### src/rtl/preprocess_host_seq.sv
// DP1/INTT job sequencer: stream in -> DP1 write -> INTT kick/wait -> DP1 read -> stream out; PREPROC_HOST_TIMEOUT_EN adds a WAIT watchdog.
// Latency: writes are combinational on the input beat; read data reaches m_data two cycles after rdaddr issue.
// Backpressure: s_ready only in LOAD; m_ready stalls the 2-entry output FIFO, which throttles DP1 reads.
module preprocess_host_seq #(
  parameter int DATA_WIDTH = 39,
  parameter int ADDR_WIDTH = 12
) (
  input  logic                    clock,
  input  logic                    reset,
  input  logic                    cmd_start,
  input  logic [ADDR_WIDTH-1:0]   cfg_len,
  input  logic [11:0]             cfg_index,
  output logic                    busy,
  output logic                    done,
  input  logic                    s_valid,
  output logic                    s_ready,
  input  logic [DATA_WIDTH-1:0]   s_data,
  output logic                    m_valid,
  input  logic                    m_ready,
  output logic [DATA_WIDTH-1:0]   m_data,
  output logic                    io_i_dp1_wren,
  output logic [ADDR_WIDTH-1:0]   io_i_dp1_wraddr,
  output logic [2*DATA_WIDTH-1:0] io_i_dp1_wrdata,
  output logic [ADDR_WIDTH-1:0]   io_i_dp1_rdaddr,
  input  logic [2*DATA_WIDTH-1:0] io_o_dp1_rddata,
  output logic                    io_i_intt_start,
  input  logic                    io_o_intt_done,
  output logic                    io_i_pre_switch,
  output logic                    io_i_mux_done,
  output logic [11:0]             io_i_coeff_index
`ifdef PREPROC_HOST_TIMEOUT_EN
  ,
  output logic                    err_timeout
`endif
);

  localparam int CW = ADDR_WIDTH + 1;

  typedef enum logic [2:0] {S_IDLE, S_LOAD, S_KICK, S_WAIT, S_DRAIN, S_FIN} state_t;

  state_t                state, state_nxt;
  logic [CW-1:0]         len_q, wcnt, rcnt, ocnt;
  logic                  wait_armed;
  logic                  inflight;
  logic [DATA_WIDTH-1:0] fifo_mem [2];
  logic                  fifo_rp, fifo_wp;
  logic [1:0]            fifo_cnt;
  logic [ADDR_WIDTH-1:0] rdaddr_q;
  logic                  wr_beat, rd_issue, push, pop, last_pop, intt_seen, timeout_hit;
  logic                  unused_rd_hi;

  assign unused_rd_hi = ^io_o_dp1_rddata[2*DATA_WIDTH-1:DATA_WIDTH];

`ifdef PREPROC_HOST_TIMEOUT_EN
  logic [15:0] wd_cnt;
  // wd_cnt is 0 on the first WAIT cycle, so FFFE marks the 65535th one
  assign timeout_hit = (state == S_WAIT) && !intt_seen && (wd_cnt == 16'hFFFE);
`else
  assign timeout_hit = 1'b0;
`endif

  always_comb begin
    wr_beat   = (state == S_LOAD) && s_valid;
    pop       = (fifo_cnt != 2'd0) && m_ready;
    push      = inflight;
    // a same-cycle pop frees a slot, keeping the drain at one beat per cycle
    rd_issue  = (state == S_DRAIN) && (rcnt <= len_q) &&
                (({1'b0, fifo_cnt} + {2'b0, inflight} - {2'b0, pop}) < 3'd2);
    last_pop  = pop && (ocnt == len_q);
    intt_seen = (state == S_WAIT) && wait_armed && io_o_intt_done;
  end

  always_comb begin
    state_nxt = state;
    case (state)
      S_IDLE:  if (cmd_start) state_nxt = S_LOAD;
      S_LOAD:  if (wr_beat && (wcnt == len_q)) state_nxt = S_KICK;
      S_KICK:  state_nxt = S_WAIT;
      S_WAIT: begin
        if (intt_seen)        state_nxt = S_DRAIN;
        else if (timeout_hit) state_nxt = S_FIN;
      end
      S_DRAIN: if (last_pop) state_nxt = S_FIN;
      S_FIN:   state_nxt = S_IDLE;
      default: state_nxt = S_IDLE;
    endcase
  end

  always_comb begin
    busy            = (state != S_IDLE);
    s_ready         = (state == S_LOAD);
    io_i_dp1_wren   = wr_beat;
    io_i_dp1_wraddr = wcnt[ADDR_WIDTH-1:0];
    io_i_dp1_wrdata = {{DATA_WIDTH{1'b0}}, s_data};
    io_i_dp1_rdaddr = rd_issue ? rcnt[ADDR_WIDTH-1:0] : rdaddr_q;
    io_i_intt_start = (state == S_KICK);
    io_i_pre_switch = (state == S_KICK);
    done            = (state == S_FIN);
    io_i_mux_done   = (state == S_FIN);
    m_valid         = (fifo_cnt != 2'd0);
    m_data          = fifo_mem[fifo_rp];
  end

  always_ff @(posedge clock) begin
    if (reset) begin
      state            <= S_IDLE;
      len_q            <= '0;
      wcnt             <= '0;
      rcnt             <= '0;
      ocnt             <= '0;
      wait_armed       <= 1'b0;
      inflight         <= 1'b0;
      fifo_mem[0]      <= '0;
      fifo_mem[1]      <= '0;
      fifo_rp          <= 1'b0;
      fifo_wp          <= 1'b0;
      fifo_cnt         <= 2'd0;
      rdaddr_q         <= '0;
      io_i_coeff_index <= 12'h000;
    end else begin
      state      <= state_nxt;
      rdaddr_q   <= io_i_dp1_rdaddr;
      inflight   <= rd_issue;
      // low on the first WAIT cycle so a done level left over from before KICK is ignored
      wait_armed <= (state == S_WAIT);
      if ((state == S_IDLE) && cmd_start) begin
        len_q            <= {1'b0, cfg_len};
        io_i_coeff_index <= cfg_index;
        wcnt             <= '0;
        rcnt             <= '0;
        ocnt             <= '0;
      end
      if (wr_beat)  wcnt <= wcnt + 1'b1;
      if (rd_issue) rcnt <= rcnt + 1'b1;
      if (push) begin
        fifo_mem[fifo_wp] <= io_o_dp1_rddata[DATA_WIDTH-1:0];
        fifo_wp           <= ~fifo_wp;
      end
      if (pop) begin
        fifo_rp <= ~fifo_rp;
        ocnt    <= ocnt + 1'b1;
      end
      fifo_cnt <= fifo_cnt + {1'b0, push} - {1'b0, pop};
    end
  end

`ifdef PREPROC_HOST_TIMEOUT_EN
  always_ff @(posedge clock) begin
    if (reset) begin
      wd_cnt      <= 16'h0000;
      err_timeout <= 1'b0;
    end else begin
      wd_cnt <= (state == S_WAIT) ? wd_cnt + 16'h0001 : 16'h0000;
      if ((state == S_IDLE) && cmd_start) err_timeout <= 1'b0;
      else if (timeout_hit)               err_timeout <= 1'b1;
    end
  end
`endif

endmodule
### config.mk
export PLATFORM = sky130hd
export DESIGN_NAME = preprocess_host_seq
export DESIGN_NICKNAME = d
export VERILOG_FILES = /design/src/rtl/preprocess_host_seq.sv
export SDC_FILE = /design/constraint.sdc
export NUM_CORES = 1
export LEC_CHECK = 0
export CAP_MARGIN = 10
export CORE_ASPECT_RATIO = 1.25
export CORE_MARGIN = 1
export CORE_UTILIZATION = 41
export DETAILED_ROUTE_END_ITERATION = 6
export HOLD_SLACK_MARGIN = 0.06
export PLACE_DENSITY = 0.9
export SLEW_MARGIN = 20
export SYNTH_ARGS = -nofsm -noshare
export SYNTH_HDL_FRONTEND = slang
export SYNTH_SLANG_ARGS = --single-unit
### constraint.sdc
create_clock -name clock -period 3.1 [get_ports clock]
set_input_delay 0.31 -clock clock [delete_from_list [all_inputs] [get_ports clock]]
set_output_delay 0.31 -clock clock [all_outputs]
set_load 0.005 [all_outputs]
==> flow_metrics.env <==
export IMPL_outcome="completed"
export IMPL_drt_iter0_markers=373
export IMPL_synth_top_cell_area_share_pct=27.9
export IMPL_crit_path_end_kind="output pin"
export IMPL_ys_ff_latch=163
export IMPL_syn_to_final_growth_pct=27.0
export IMPL_clockPowerShare_pct=33.0
export IMPL_postPlaceCellArea_um2=9800
export IMPL_leakage_nw=4.10
export IMPL_antenna_found_initial=0
export IMPL_grt_usage_pct=18.2
export IMPL_path_class="reg2out"
export IMPL_synth_area_leaders="edfxtp_1 28%, dfxtp_1 20%, buf_4 8.3%, and2_1 5.8%, mux2_2 5.5%"
export IMPL_synth_largest_area_cell="edfxtp_1"
export IMPL_grt_pass1_vias=6312
export IMPL_fin_util_pct=53.1
export IMPL_power_share_switching_pct=30.8
export IMPL_clk_pin_slew_ns=0.07
export IMPL_yosysWarnings=0
export IMPL_die_area_um2=21100
export IMPL_synthMostInstantiatedCell="buf_4"
export IMPL_cp_data_required_time_ns=2.79
export IMPL_avgSynthCellArea_um2=9.83
export IMPL_drc=0
export IMPL_die_y_um=162
export IMPL_clockBufferDepth=2
export IMPL_grt_pass1_wl_mm=30.1
export IMPL_grt_overflow=0
export IMPL_peakVddDrop_mv=0.328
export IMPL_vias=6464
export IMPL_finalNetCount=1136
export IMPL_routed_wl_mm=19.6
export IMPL_synth_ff_type="dfxtp_1"
export IMPL_synth_commonest_cells="93 x buf_4, 90 x nand2_1, 85 x dfxtp_1"
export IMPL_die_w_um=130
export IMPL_regArea_um2=4050
export IMPL_tightest_slew_ns=0.984
export IMPL_dpl_cell_count=1215
export IMPL_synth_cell_types=55
export IMPL_nFillCells=1744
export IMPL_relSlewSlack_pct=34.4
export IMPL_ys_seq_area_share_pct=48.1
export IMPL_cp_max_fo=13
export IMPL_synth_edff_count=78
export IMPL_hold_violations=0
export IMPL_wl_per_cell_um=15.6
export IMPL_setup_viol=0
export IMPL_drive_above_1_share_pct=17.3
export IMPL_postRouteAntennaNets=0
export IMPL_async_flop_share_pct=0
export IMPL_port_buffers=151
export IMPL_slowest_delay_ns=0.49
export IMPL_path_cells="ha_1 > nor2b_1 > o21ai_0 > a311oi_2 > o21ai_2 > buf_6 > nand3_1 > nand2_1 > clkdlybuf4s15_2"
export IMPL_final_cells=1254
export IMPL_start_util_pct=41.8
export IMPL_cts_made_buffers=17
export IMPL_multi_input_area_um2=3750
export IMPL_cp_top_family="compound AO/OA/AOI/OAI gates"
export IMPL_grt_max_degree=77
export IMPL_p_total_mw=6.57
export IMPL_tns_ns=0
export IMPL_cts_tree="done"
export IMPL_powerDensity_nw_per_um2=615
export IMPL_crit_slowest_cell="dfxtp_1"
export IMPL_syn_inst=855
export IMPL_core_area_um2=20100
export IMPL_n_antenna_cell=0
export IMPL_clock_sinks=163
export IMPL_clock_latency_ns=0.42
export IMPL_fin_crit_sh_pct=97.4
export IMPL_internal_power_mw=4.54
export IMPL_min_period_ns=3.02
export IMPL_path_buf_inv=2
export IMPL_vias_per_cell=5.15
export IMPL_hpwl_mm=12.9
export IMPL_htree_levels=4
export IMPL_achievable_frequency_ghz=0.331
export IMPL_min_path_type="in2reg"
export IMPL_fin_area_um2=10700
export IMPL_ioPinCount=308
export IMPL_drv_slew=0
export IMPL_ctsRootBufferMaster="clkbuf_16"
export IMPL_gp_congestion=0.824
export IMPL_max_cap_viol_count=0
export IMPL_pwr_share_seq_pct=38.1
export IMPL_p_sw_mw=2.02
export IMPL_arrival_ns=2.71
export IMPL_synth_area_um2=8400
export IMPL_p_comb_share_pct=28.9
export IMPL_final_setup_skew_ns=0.0122
export IMPL_startpoint_type="flip-flop"
export IMPL_dr_pass1_iters=5
export IMPL_rsz0062_at_grt="yes"
export IMPL_row_count=58
==> cell type report <==
class                           count  share of cell area, %
Sequential cell                   163                   37.9
Multi-Input combinational cell    573                   35.2
Timing Repair Buffer              191                   17.1
Clock buffer                       17                   3.99
Tap cell                          270                   3.17
Clock inverter                     15                   1.75
Inverter                           25                  0.879
==> layer usage <==
metal  global-route usage [%]  share of wire [%]  vias to the layer above
li1                         -                  -                     3057
met2                     33.7                 54                      262
met1                     19.2                 38                     3104
met4                     7.61                2.3                        0
met3                     4.64                5.3                       41
met5                        0                  0                        -
==> power by group through the flow <==
stage          clock network, mW  registers, mW  logic [mW]
2_1_floorplan                  0           2.51        1.05
3_3_place_gp                   0           2.53        1.66
3_5_place_dp                   0           2.54        1.69
4_1_cts                     2.21           2.50        1.78
5_1_grt                     2.29           2.52        2.06
6_report                    2.17           2.50        1.90
==> final timing paths <==
check                      start                  end  slack [ns]  cells past startpoint
max                      rcnt[1]   io_i_dp1_rdaddr[8]        0.08                      9
min reg2reg  io_i_coeff_index[7]  io_i_coeff_index[7]        0.46                      2
max reg2reg          fifo_cnt[0]              rcnt[7]        0.31                     16
min                        reset              fifo_wp        0.30                      2
==> cells in the final DEF, fill, tap and decap left out, types with 27 or more instances in the layout <==
| cell type | Yosys | layout |
|---|---|---|
| clkdlybuf4s50_1 | 0 | 138 |
| nand2_1 | 90 | 88 |
| dfxtp_1 | 85 | 81 |
| and2_1 | 78 | 78 |
| edfxtp_1 | 78 | 78 |
| a21oi_1 | 49 | 49 |
| mux2_2 | 41 | 41 |
| conb_1 | 1 | 39 |
| buf_4 | 93 | 35 |
| nor2_1 | 33 | 33 |
| xor2_1 | 27 | 27 |
==> timing repair <==
item | 4_1_cts | 5_1_grt
pin swaps | 17 | 12
buffers inserted | 5 | 1
endpoints found under the setup margin | 12 | 13
resized for setup | 81 | 24
gates cloned | 0 | 2
hold buffers | 0 | 0
hold endpoints to repair | 0 | 0
==> worst reg2reg max path, delay by kind of cell, from the launching register on <==
family / cells / cell delay [ns]
fa+ha+maj: 3 / 0.70
buf+inv: 6 / 0.60
simple gates: 3 / 0.53
compound gates: 3 / 0.37
flops: 1 / 0.33
xor+xnor: 1 / 0.18
==> logic make-up after synthesis <==
family | after synthesis | synth area share, %
AOI/OAI and AO/OA | 120 | 8.08
adders and majority gates | 18 | 2.77
and+or+nand+nor | 317 | 20.1
xor gates and xnor gates | 36 | 3.75
other | 1 | 0.0446
DFF | 163 | 48.1
buffers and inverters | 157 | 11.4
muxes | 43 | 5.75
==> state kept, by name, indices dropped and copies added (netlist names), named ones only <==
signal,count
fifo_mem,78
ocnt,13
rcnt,13
wcnt,13
io_i_coeff_index,12
len_q,12
rdaddr_q,12
state,3
fifo_cnt,2
fifo_rp,1
fifo_wp,1
inflight,1
wait_armed,1
==> through the flow <==
stage | setup slack (ns) | hold slack [ns]
global placement | -0.228 | 0.442
CTS | -0.0852 | 0.269
detailed placement | -0.282 | 0.449
floorplan | 0.0909 | 0.446
finish | 0.0795 | 0.300
global route | -0.0415 | 0.303
Power figures use the tool's default switching activity.
